==> config.mk <==
export PLATFORM = sky130hd
export DESIGN_NAME = rfp_gpo_sequencer_flat
export DESIGN_NICKNAME = d
export VERILOG_FILES = /design/src/rtl/rfp_gpo_sequencer_if.sv /design/src/rtl/rfp_gpo_sequencer.sv /design/src/flat_wrapper.sv
export SDC_FILE = /design/constraint.sdc
export NUM_CORES = 1
export LEC_CHECK = 0
export BUFFER_PORTS_ARGS = -buffer_cell sky130_fd_sc_hd__clkbuf_2
export CAP_MARGIN = 30
export CORE_MARGIN = 4
export CORE_UTILIZATION = 49
export DETAILED_ROUTE_END_ITERATION = 10
export HOLD_SLACK_MARGIN = 0.1
export PLACE_DENSITY = 0.67
export SETUP_SLACK_MARGIN = 0.3
export SYNTH_ARGS = -nofsm -noshare
export SYNTH_HDL_FRONTEND = slang
export SYNTH_HIERARCHICAL = 1
export SYNTH_SLANG_ARGS = --single-unit
==> constraint.sdc <==
create_clock -name clk -period 2.95 [get_ports clk]
set_input_delay 0.1475 -clock clk [delete_from_list [all_inputs] [get_ports clk]]
set_output_delay 0.1475 -clock clk [all_outputs]
set_load 0.02 [all_outputs]
==> src/rtl/rfp_gpo_sequencer_if.sv <==
// Configuration write port for the GPO sequencer: one strobe writes the
// on/off delays and the polarity of a single line.
interface rfp_gpo_sequencer_if #(
   parameter int ADDR_W = 4,
   parameter int DLY_W  = 8
);
   logic              cfg_wr;
   logic [ADDR_W-1:0] cfg_addr;
   logic [DLY_W-1:0]  cfg_on_dly;
   logic [DLY_W-1:0]  cfg_off_dly;
   logic              cfg_inv;

   modport master (output cfg_wr, cfg_addr, cfg_on_dly, cfg_off_dly, cfg_inv);
   modport slave  (input  cfg_wr, cfg_addr, cfg_on_dly, cfg_off_dly, cfg_inv);
endinterface

==> src/rtl/rfp_gpo_sequencer.sv <==
// Per-line timing shaper for the RF front-end GPO pins: synchronise, apply
// programmable rise/fall delays with glitch suppression, optional inversion.
module rfp_gpo_seq_lane #(
   parameter int DLY_W = 8
) (
   input  logic             clk,
   input  logic             rstn,
   input  logic             enable,
   input  logic             s2,
   input  logic             wr,
   input  logic [DLY_W-1:0] on_dly,
   input  logic [DLY_W-1:0] off_dly,
   input  logic             inv,
   output logic             line_out,
   output logic             busy
);
   typedef enum logic [1:0] {LOW, PEND_HIGH, HIGH, PEND_LOW} state_t;

   state_t           st, st_n;
   logic [DLY_W-1:0] cnt, cnt_n;
   logic [DLY_W-1:0] on_q, off_q;
   logic             inv_q;
   logic             lvl_n;

   always_comb begin
      st_n  = st;
      cnt_n = cnt;
      if (!enable) begin
         st_n  = LOW;
         cnt_n = '0;
      end else begin
         case (st)
            LOW: if (s2) begin
               if (on_q == '0) st_n = HIGH;
               else begin cnt_n = on_q; st_n = PEND_HIGH; end
            end
            PEND_HIGH: begin
               if (!s2) begin st_n = LOW; cnt_n = '0; end
               else if (cnt == DLY_W'(1)) begin st_n = HIGH; cnt_n = '0; end
               else cnt_n = cnt - DLY_W'(1);
            end
            HIGH: if (!s2) begin
               if (off_q == '0) st_n = LOW;
               else begin cnt_n = off_q; st_n = PEND_LOW; end
            end
            PEND_LOW: begin
               if (s2) begin st_n = HIGH; cnt_n = '0; end
               else if (cnt == DLY_W'(1)) begin st_n = LOW; cnt_n = '0; end
               else cnt_n = cnt - DLY_W'(1);
            end
            default: begin st_n = LOW; cnt_n = '0; end
         endcase
      end
      lvl_n = (st_n == HIGH) || (st_n == PEND_LOW);
   end

   // Delay loads above read on_q/off_q before this edge's write lands.
   always_ff @(posedge clk or negedge rstn) begin
      if (!rstn) begin
         st       <= LOW;
         cnt      <= '0;
         on_q     <= '0;
         off_q    <= '0;
         inv_q    <= 1'b0;
         line_out <= 1'b0;
         busy     <= 1'b0;
      end else begin
         st       <= st_n;
         cnt      <= cnt_n;
         line_out <= lvl_n ^ inv_q;
         busy     <= (st_n == PEND_HIGH) || (st_n == PEND_LOW);
         if (wr) begin
            on_q  <= on_dly;
            off_q <= off_dly;
            inv_q <= inv;
         end
      end
   end
endmodule

module rfp_gpo_sequencer #(
   parameter int NUM_LINES = 9,
   parameter int DLY_W     = 8,
   parameter int ADDR_W    = 4
) (
   input  logic                 clk,
   input  logic                 rstn,
   input  logic                 enable,
   input  logic [NUM_LINES-1:0] line_in,
   output logic [NUM_LINES-1:0] line_out,
   output logic [NUM_LINES-1:0] busy,
   rfp_gpo_sequencer_if.slave   cfg
);
   logic [NUM_LINES-1:0] s1, s2;

   always_ff @(posedge clk or negedge rstn) begin
      if (!rstn) begin
         s1 <= '0;
         s2 <= '0;
      end else begin
         s1 <= line_in;
         s2 <= s1;
      end
   end

   // Out-of-range addresses never match any lane index, so they are dropped.
   for (genvar i = 0; i < NUM_LINES; i++) begin : g_lane
      rfp_gpo_seq_lane #(.DLY_W(DLY_W)) u_lane (
         .clk      (clk),
         .rstn     (rstn),
         .enable   (enable),
         .s2       (s2[i]),
         .wr       (cfg.cfg_wr && (cfg.cfg_addr == ADDR_W'(i))),
         .on_dly   (cfg.cfg_on_dly),
         .off_dly  (cfg.cfg_off_dly),
         .inv      (cfg.cfg_inv),
         .line_out (line_out[i]),
         .busy     (busy[i])
      );
   end
endmodule

==> src/flat_wrapper.sv <==
// flat-port wrapper written by rule: the top's interface ports become plain ports
module rfp_gpo_sequencer_flat 
#(
   parameter int NUM_LINES = 9,
   parameter int DLY_W     = 8,
   parameter int ADDR_W    = 4
)
  (clk, rstn, enable, line_in, line_out, busy, cfg_cfg_wr, cfg_cfg_addr, cfg_cfg_on_dly, cfg_cfg_off_dly, cfg_cfg_inv);
  rfp_gpo_sequencer_if #(.ADDR_W(ADDR_W), .DLY_W(DLY_W)) cfg_i ();
  input  logic clk;
  input  logic rstn;
  input  logic enable;
  input  logic [NUM_LINES-1:0] line_in;
  output logic [NUM_LINES-1:0] line_out;
  output logic [NUM_LINES-1:0] busy;
  input wire logic [$bits(cfg_i.cfg_wr)-1:0] cfg_cfg_wr;
  input wire logic [$bits(cfg_i.cfg_addr)-1:0] cfg_cfg_addr;
  input wire logic [$bits(cfg_i.cfg_on_dly)-1:0] cfg_cfg_on_dly;
  input wire logic [$bits(cfg_i.cfg_off_dly)-1:0] cfg_cfg_off_dly;
  input wire logic [$bits(cfg_i.cfg_inv)-1:0] cfg_cfg_inv;
  assign cfg_i.cfg_wr = cfg_cfg_wr;
  assign cfg_i.cfg_addr = cfg_cfg_addr;
  assign cfg_i.cfg_on_dly = cfg_cfg_on_dly;
  assign cfg_i.cfg_off_dly = cfg_cfg_off_dly;
  assign cfg_i.cfg_inv = cfg_cfg_inv;
  rfp_gpo_sequencer #(.NUM_LINES(NUM_LINES), .DLY_W(DLY_W), .ADDR_W(ADDR_W)) u_core (.clk(clk), .rstn(rstn), .enable(enable), .line_in(line_in), .line_out(line_out), .busy(busy), .cfg(cfg_i));
endmodule
==> out/qor.txt, run 1 <==
Chip Width: 177 µm
CP arrival: 2.62 ns
crit path launch type: flip-flop
Final Slew Violations: 0
Post-synth EDFFs: 0
power per cell area: 790 nW/µm²
CP Max Fanout: 11
cts bufs inserted: 30
crit-path cells: clkinv_1, nand2_1, a2bb2oi_1, o221ai_1, a21oi_1
H-tree levels: 1
Crit-path slowest cell: dfrtp_1
Initial Utilization: 50.0%
Worst-path clk slew: 0.06 ns
maximum VDD drop: 0.416 mV
count of final setup violators: 0
num rows: 61
Non-Filler Cell Area, Final: 16000 µm²
fmax: 0.468 GHz
Post-Place Setup Slack: 0.833 ns
post-layout min period: 2.14 ns
Yosys Warn Count: 6
Pint: 0.00863 W
Leak: 6.68 nW
ranking of synthesized cells by area: dfrtp_1 48%, mux2_2 11%, a21oi_1 3.3%
wire per inst: 19.6 µm
synthesized flop and latch total: 270
RD Place Congestion: 0.910
CTS tree: done
worst clock skew: 0.0102 ns
worst min path class: in2reg
initial antenna violation count: 4
final core utilization: 57.1%
CTS max path bufs: 3
CTS root buffer: clkbuf_16
post-synth net total: 1382
full die area: 31300 µm²
setup ws final: 0.811 ns
detailed placement HPWL: 23500 µm
synthesized cell area: 14000 µm²
wire length of the first global-routing pass: 56500 µm
worst slew pin tran: 0.686 ns
RSZ-0062 raised after global routing: false
critical path type: reg2reg
Critical Path RT: 3.43 ns
largest net degree at the start of global routing: 89
library cells used by synthesis: 53
Worst-Skew Late Latency: 0.55 ns
net switching power: 0.00401 W
Avg Vias per Cell: 5.95
setup_tns: 0 ns
Mapped Avg Cell Area: 10.5 µm²
DR pass1 iterations: 5
Final ANT Viol Nets: 0
Sw Ratio: 31.7%
slew margin rel.: 54.2%
worst stage delay on the critical path: 0.55 ns
final worst path period share: 72.5%
Total GRT Usage: 22.3%
outcome: completed
grt total ovfl: 0
nets: 1446
Sequential Power Share: 41.5%
# DRC: 0
synthesized netlist cell count: 1330
vias post-DR: 10700
Core Area: 28000 µm²
Clk pwr share: 32.5%
max-cap viol count: 0
Initial DRC Count: 955
register area share after synthesis: 48.3%
Area after DPL: 14700 µm²
postcts setup bufs: 0
worst hold slack: 0.120 ns
layout cells sized above 1: 21.5%
Ant. Diodes: 0
endpoint type of the worst setup path: flip-flop
Logic pwr share: 26.0%
num ports: 52
asr flop ratio synth: 100%
Top FF cell, synth: dfrtp_1
Yosys top cell area share: 48.3%
number of global-route vias before repair: 10400
post-CTS sizing: 0
cell taking the most area after synthesis: dfrtp_1
IO buf count: 51
Sinks on Clock Net: 270
WL final: 35300 µm
endpoints failing hold: 0
height of the die: 177 µm
Fillers: 2397
Layout area overhead: 14.2%
Yosys cell counts (all sizes together) (33+ instances only):
cell type,count
o211ai,48
nand2,116
xnor2,33
dfrtp,270
nor2,65
nand2b,40
a21oi,91
inv,69
o22ai,40
clkbuf,37
o21ai,57
mux2,132
timing repair:
item / in CTS / in global routing
hold buffers: 15 / 0
hold endpoints to repair: 105 / 0
setup endpoints to repair: 0 / 0
flip-flops by register name, indices dropped and copies added, names as in the netlist:
signal                         cells
u_core/g_lane.u_lane/busy          9
u_core/g_lane.u_lane/cnt          72
u_core/g_lane.u_lane/inv_q         9
u_core/g_lane.u_lane/line_out      9
u_core/g_lane.u_lane/off_q        72
u_core/g_lane.u_lane/on_q         72
u_core/g_lane.u_lane/st            9
u_core/s1                          9
u_core/s2                          9
final cells by class:
type / instances / area (µm²) / share of cell area, %
Sequential cell: 270 / 6760 / 42.3
Inverter: 75 / 282 / 1.76
Clock inverter: 18 / 265 / 1.66
Multi-Input combinational cell: 930 / 6750 / 42.2
Timing Repair Buffer: 87 / 623 / 3.90
Tap cell: 378 / 473 / 2.96
Clock buffer: 38 / 842 / 5.27
power groups by stage:
stage,logic (W),clock network (W),registers [W]
3_5_place_dp,0.00325,0,0.00528
3_3_place_gp,0.00318,0,0.00526
2_1_floorplan,0.00256,0,0.00506
5_1_grt,0.00361,0.00436,0.00535
6_report,0.00328,0.00411,0.00524
4_1_cts,0.00328,0.00420,0.00523
logic make-up after synthesis:
kind of cell | synth area share, %
adders and majority gates | 1.61
buffers and inverters | 3.76
xor gates and xnor gates | 3.50
muxes | 12.3
AOI/OAI and AO/OA | 17.0
and+or+nand+nor | 13.6
DFF | 48.3
path summary, 6_finish.rpt:
kind | start | to | slack (ns) | cells past startpoint
setup / recovery | u_core/g_lane[3].u_lane/busy | u_core/g_lane[3].u_lane/cnt[6] | 0.81 | 5
hold / removal | cfg_cfg_off_dly[6] | u_core/g_lane[3].u_lane/off_q[6] | 0.12 | 3
setup reg to reg | u_core/g_lane[3].u_lane/busy | u_core/g_lane[3].u_lane/cnt[6] | 0.81 | 5
hold reg to reg | u_core/s1[3] | u_core/s2[3] | 0.34 | 0
max in group asynchronous | rstn | u_core/g_lane[7].u_lane/on_q[2] | 1.98 | 3
min in group asynchronous | rstn | u_core/g_lane[2].u_lane/busy | 0.18 | 2
metal layers:
layer | vias up | global-route usage [%] | wire (µm)
li1 | 5005 | - | -
met1 | 5326 | 31.0 | 15600
met2 | 286 | 37.0 | 16900
met3 | 62 | 3.40 | 1890
met4 | 6 | 5.61 | 815
met5 | - | 0 | 47
placed cells by master (no fill, tap or decap), drive strengths merged, types with 9 or more instances in the layout:
cell type,count
nor4,26
inv,71
o211ai,48
clkinv,10
dfrtp,270
o221ai,13
nand3,15
ha,18
xor2,23
nor2b,15
a22oi,9
a221oi,15
buf,23
nor2,65
xnor2,33
nand2,116
o32ai,11
a21oi,91
nor3b,16
o21ai,57
o22ai,40
dlygate4sd3,15
a21boi,9
mux2,132
mux2i,23
nand2b,40
clkbuf,87
or4,27
nor3,25
a2bb2oi,24
through the flow:
step	std cells	total power [W]
2_1_floorplan	1330	0.00763
3_3_place_gp	1724	0.00844
3_5_place_dp	1725	0.00853
4_1_cts	1796	0.0127
5_1_grt	1796	0.0133
6_report	1796	0.0126
critical path: cells and delay by family, from the launching register on:
| kind | cells | cell delay, ns |
|---|---|---|
| compound gates | 3 | 1.00 |
| buf+inv | 1 | 0.33 |
| flops | 1 | 0.55 |
| simple gates | 1 | 0.18 |
(Power assumes the default switching activity.)
==> inputs of run 2 (changes only) <==
PLACE_DENSITY = 0.7   (was 0.67)
clock period = 1.9 ns   (was 2.95 ns; I/O delays follow)
==> out/qor.txt, run 2 (synthesis gave the netlist of run 1 again) <==
Critical Path RT: 2.37 ns
met3 usage: 3.01%
CP arrival: 2.43 ns
num ports: 52
Worst-path clk slew: 0.06 ns
worst slew pin tran: 0.527 ns
endpoints failing hold: 0
Leak: 7.65 nW
height of the die: 177 µm
Avg Vias per Cell: 5.99
number of global-route vias before repair: 11700
crit path launch type: flip-flop
critical path type: reg2reg
worst min path class: in2reg
worst hold slack: 0.130 ns
Inst Count DP: 1789
Core Area: 28000 µm²
num rows: 61
largest net degree at the start of global routing: 77
failing checks: setup timing
CP Max Fanout: 3
CTS root buffer: clkbuf_16
max-cap viol count: 0
RD Place Congestion: 0.901
setup ws final: -0.0581 ns
maximum VDD drop: 0.790 mV
final core utilization: 65.5%
RSZ-0062 raised after global routing: true
Non-Filler Cell Area, Final: 18300 µm²
grt total ovfl: 0
endpoint type of the worst setup path: flip-flop
most frequent cells in the layout: 252 x dfrtp_1, 132 x mux2_2, 125 x buf_4, 112 x nand2_1, 77 x a21oi_1
wire per inst: 20.2 µm
gr busiest metal: met2
IO buf count: 51
Area after DPL: 15400 µm²
CTS max path bufs: 3
slew margin rel.: 64.7%
worst clock skew: 0.0162 ns
Chip Width: 177 µm
setup_tns: -0.101 ns
Top Registers: u_core/g_lane.u_lane/cnt: 72 flops, u_core/g_lane.u_lane/off_q: 72 flops, u_core/g_lane.u_lane/on_q: 72 flops
vias post-DR: 11600
met2 global-route usage: 40.6%
Initial Utilization: 50.0%
detailed placement HPWL: 24300 µm
Fillers: 2083
sequential cell area: 6780 µm²
Total GRT Usage: 24.5%
full die area: 31300 µm²
final worst path period share: 103%
# DRC: 0
Layout area overhead: 31.0%
Worst-Skew Late Latency: 0.55 ns
initial antenna violation count: 2
Multi-input gate area: 8010 µm²
power per cell area: 1170 nW/µm²
post-layout min period: 1.96 ns
nets: 1590
count of final setup violators: 3
cts bufs inserted: 30
most common cell after layout, fill and taps aside: dfrtp_1
final instance count without filler cells: 1939
WL final: 39100 µm
CTS tree: done
Sinks on Clock Net: 270
M1 GR Usage: 34.0%
Final Slew Violations: 0
layout cells sized above 1: 38.8%
DR pass1 iterations: 5
outcome: finished with violations
r2r setup slk: -0.06 ns
Initial DRC Count: 1102
wire length of the first global-routing pass: 62200 µm
fmax: 0.511 GHz
H-tree levels: 1
Ant. Diodes: 0
Final ANT Viol Nets: 0
==> run 2: final cells by class <==
type / instances / share of cell area (%)
Multi-Input combinational cell: 935 / 43.7
Clock inverter: 18 / 1.14
Clock buffer: 37 / 4.41
Sequential cell: 270 / 37.0
Tap cell: 378 / 2.58
Timing Repair Buffer: 226 / 9.71
Inverter: 75 / 1.55
==> run 2: repair_timing <==
action                                  in CTS  in global routing
cloned                                       5                  0
hold endpoints to repair                   363                  0
endpoints found under the setup margin      93                 98
resized for setup                          147                 68
setup buffers                               45                 22
hold buffers                                23                  0
pin swaps                                   68                 48
==> run 2: worst paths after layout <==
| check | cells past startpoint | to | from |
|---|---|---|---|
| max | 5 | u_core/g_lane[1].u_lane/cnt[6] | u_core/g_lane[1].u_lane/cnt[5] |
| min | 2 | u_core/g_lane[7].u_lane/on_q[0] | cfg_cfg_on_dly[0] |
| max reg2reg | 5 | u_core/g_lane[1].u_lane/cnt[6] | u_core/g_lane[1].u_lane/cnt[5] |
| min reg2reg | 0 | u_core/s2[5] | u_core/s1[5] |
| max in group asynchronous | 4 | u_core/g_lane[0].u_lane/cnt[0] | rstn |
| min in group asynchronous | 3 | u_core/g_lane[6].u_lane/cnt[1] | rstn |
==> run 2: power breakdown <==
| group | leakage (nW) | total [W] | switching [W] | internal (W) |
|---|---|---|---|---|
| registers | 3.37 | 0.00815 | 0.00121 | 0.00694 |
| logic | 3.78 | 0.00737 | 0.00357 | 0.00381 |
| clock network | 0.496 | 0.00593 | 0.00236 | 0.00357 |
| total | 7.65 | 0.0214 | 0.00714 | 0.0143 |
==> run 2: through the flow <==
step | total power (W) | setup slack (ns)
after global routing | 0.0225 | -0.0885
after floorplan | 0.0120 | 0.0317
final | 0.0214 | -0.0581
after detailed placement | 0.0138 | -0.0633
after global placement | 0.0136 | 0.0151
after CTS | 0.0210 | -0.0257
==> run 2: critical path, stage by stage (launching register included) <==
cell and delay [ns]:
dfrtp_1 0.38, or4_4 0.56, or4b_4 0.50, a21oi_2 0.16
o221ai_1 0.13, a21oi_1 0.16
==> run 2: per-layer routing <==
| layer | vias up | part of all wire, % |
|---|---|---|
| li1 | 5300 | - |
| met1 | 5800 | 44 |
| met2 | 430 | 48 |
| met3 | 85 | 5.3 |
| met4 | 2 | 2.9 |
| met5 | - | 0.033 |
==> inputs of run 3 (changes only) <==
CELL_PAD_IN_SITES_DETAIL_PLACEMENT = 0   (was not set)
CELL_PAD_IN_SITES_GLOBAL_PLACEMENT = 2   (was not set)
CORE_UTILIZATION = 38   (was 49)
PLACE_DENSITY = 0.79   (was 0.7)
==> out/qor.txt, run 3 (synthesis gave the netlist of run 1 again) <==
outcome: finished with violations
failing checks: setup timing
number of global-route vias before repair: 11600
final total power: 0.0224 W
most common cell after layout, fill and taps aside: dfrtp_1
most frequent cells in the layout: 250 x dfrtp_1, 145 x buf_4, 132 x mux2_2, 113 x nand2_1, 79 x a21oi_1
crit path launch type: flip-flop
setup ws final: -0.0260 ns
Worst Setup SP: u_core/g_lane[3].u_lane/cnt[5]
Top Registers: u_core/g_lane.u_lane/cnt: 72 flops, u_core/g_lane.u_lane/off_q: 72 flops, u_core/g_lane.u_lane/on_q: 72 flops
final worst path period share: 101%
RSZ-0062 raised after global routing: true
vias post-DR: 11500
slew margin rel.: 62.7%
Non-Filler Cell Area, Final: 18900 µm²
RR Startpoint: u_core/g_lane[3].u_lane/cnt[5]
wire per inst: 20.5 µm
post-layout min period: 1.93 ns
Post-Place Setup Slack: -0.00489 ns
CP Max Fanout: 3
largest net degree at the start of global routing: 68
hold path depth: 2
CP arrival: 2.42 ns
Total GRT Usage: 20.7%
nets: 1616
fmax: 0.519 GHz
endpoint type of the worst setup path: flip-flop
Leak: 7.84 nW
Reg2Reg Depth: 5
DR pass1 iterations: 5
endpoints failing hold: 0
Final ANT Viol Nets: 0
Critical Path RT: 2.39 ns
count of final setup violators: 2
worst min path class: in2reg
CTS root buffer: clkbuf_16
critical path type: reg2reg
maximum VDD drop: 0.733 mV
Worst-Skew Late Latency: 0.58 ns
CTS tree: done
Layout area overhead: 34.7%
num rows: 70
WL final: 42100 µm
CTS max path bufs: 3
full die area: 40000 µm²
num ports: 52
FF-to-FF End: u_core/g_lane[3].u_lane/cnt[6]
Crit-path slowest cell: or4_4
crit-path cells: or4_4, or4b_4, a21oi_2, o221ai_1, a21oi_1
height of the die: 200 µm
Area after DPL: 15600 µm²
final core utilization: 51.8%
Chip Width: 200 µm
Core Area: 36400 µm²
H-tree levels: 1
cts bufs inserted: 31
Initial DRC Count: 566
max-cap viol count: 0
wire length of the first global-routing pass: 65800 µm
Fillers: 3226
worst clock skew: 0.0131 ns
Worst-path clk slew: 0.06 ns
Ant. Diodes: 0
IO buf count: 51
grt total ovfl: 0
detailed placement HPWL: 26600 µm
Sinks on Clock Net: 270
Final Slew Violations: 0
Initial Utilization: 38.4%
r2r setup slk: -0.03 ns
CP endpoint: u_core/g_lane[3].u_lane/cnt[6]
power per cell area: 1190 nW/µm²
RD Place Congestion: 0.811
Inst Count DP: 1893
Avg Vias per Cell: 5.61
# DRC: 0
initial antenna violation count: 6
worst slew pin tran: 0.559 ns
final instance count without filler cells: 2057
hold_sp: cfg_cfg_off_dly[1]
worst stage delay on the critical path: 0.56 ns
layout cells sized above 1: 40.1%
[run 3: layout make-up]
type / instances / area (µm²) / share of cell area, %
multi-input cells: 934 / 8030 / 42.6
flip-flops and latches: 270 / 6780 / 35.9
repair buffers: 252 / 2020 / 10.7
clock buffers: 38 / 832 / 4.41
well taps: 468 / 586 / 3.10
clock inverters: 20 / 325 / 1.72
inverters: 75 / 284 / 1.51
[run 3: worst min-delay path by stage]
stage	to	slack (ns)
finish	u_core/g_lane[7].u_lane/off_q[1]	0.13
CTS	u_core/g_lane[7].u_lane/off_q[1]	0.10
detailed placement	u_core/g_lane[1].u_lane/off_q[6]	0.07
floorplan	u_core/g_lane[0].u_lane/busy	-0.20
global route	u_core/g_lane[8].u_lane/off_q[1]	0.11
global placement	u_core/g_lane[3].u_lane/cnt[7]	0.07
[run 3: worst max-delay path: cells and delay by family (launching register included)]
kind | cells | cell delay, ns
simple gates | 2 | 1.05
compound gates | 3 | 0.42
flops | 1 | 0.38
[run 3: timing repair]
item | CTS | global route
hold endpoints to repair | 355 | 0
endpoints found under the setup margin | 92 | 98
cloned | 4 | 0
pin swaps | 93 | 59
hold buffers | 25 | 0
resized for setup | 127 | 100
setup buffers | 54 | 23
[run 3: metal layers]
metal / part of all wire, % / wire, µm / GRT usage, %
met1: 46 / 19300 / 29.8
met2: 47 / 19700 / 33.2
met3: 5.1 / 2130 / 3.02
met4: 2.2 / 911 / 5.28
met5: 0.055 / 23 / 0
[run 3: power by group]
part / total, W / internal [W] / leakage, nW / switching, W
clock: 0.00675 / 0.00421 / 0.567 / 0.00253
sequential: 0.00812 / 0.00694 / 3.37 / 0.00118
combinational: 0.00755 / 0.00394 / 3.90 / 0.00360
total: 0.0224 / 0.0151 / 7.84 / 0.00732
[run 3: through the flow]
step / hold slack (ns) / TNS, ns
finish: 0.134 / -0.0295
global route: 0.105 / -0.637
CTS: 0.103 / 0
detailed placement: 0.0748 / -0.0104
global placement: 0.0666 / 0
floorplan: -0.201 / 0
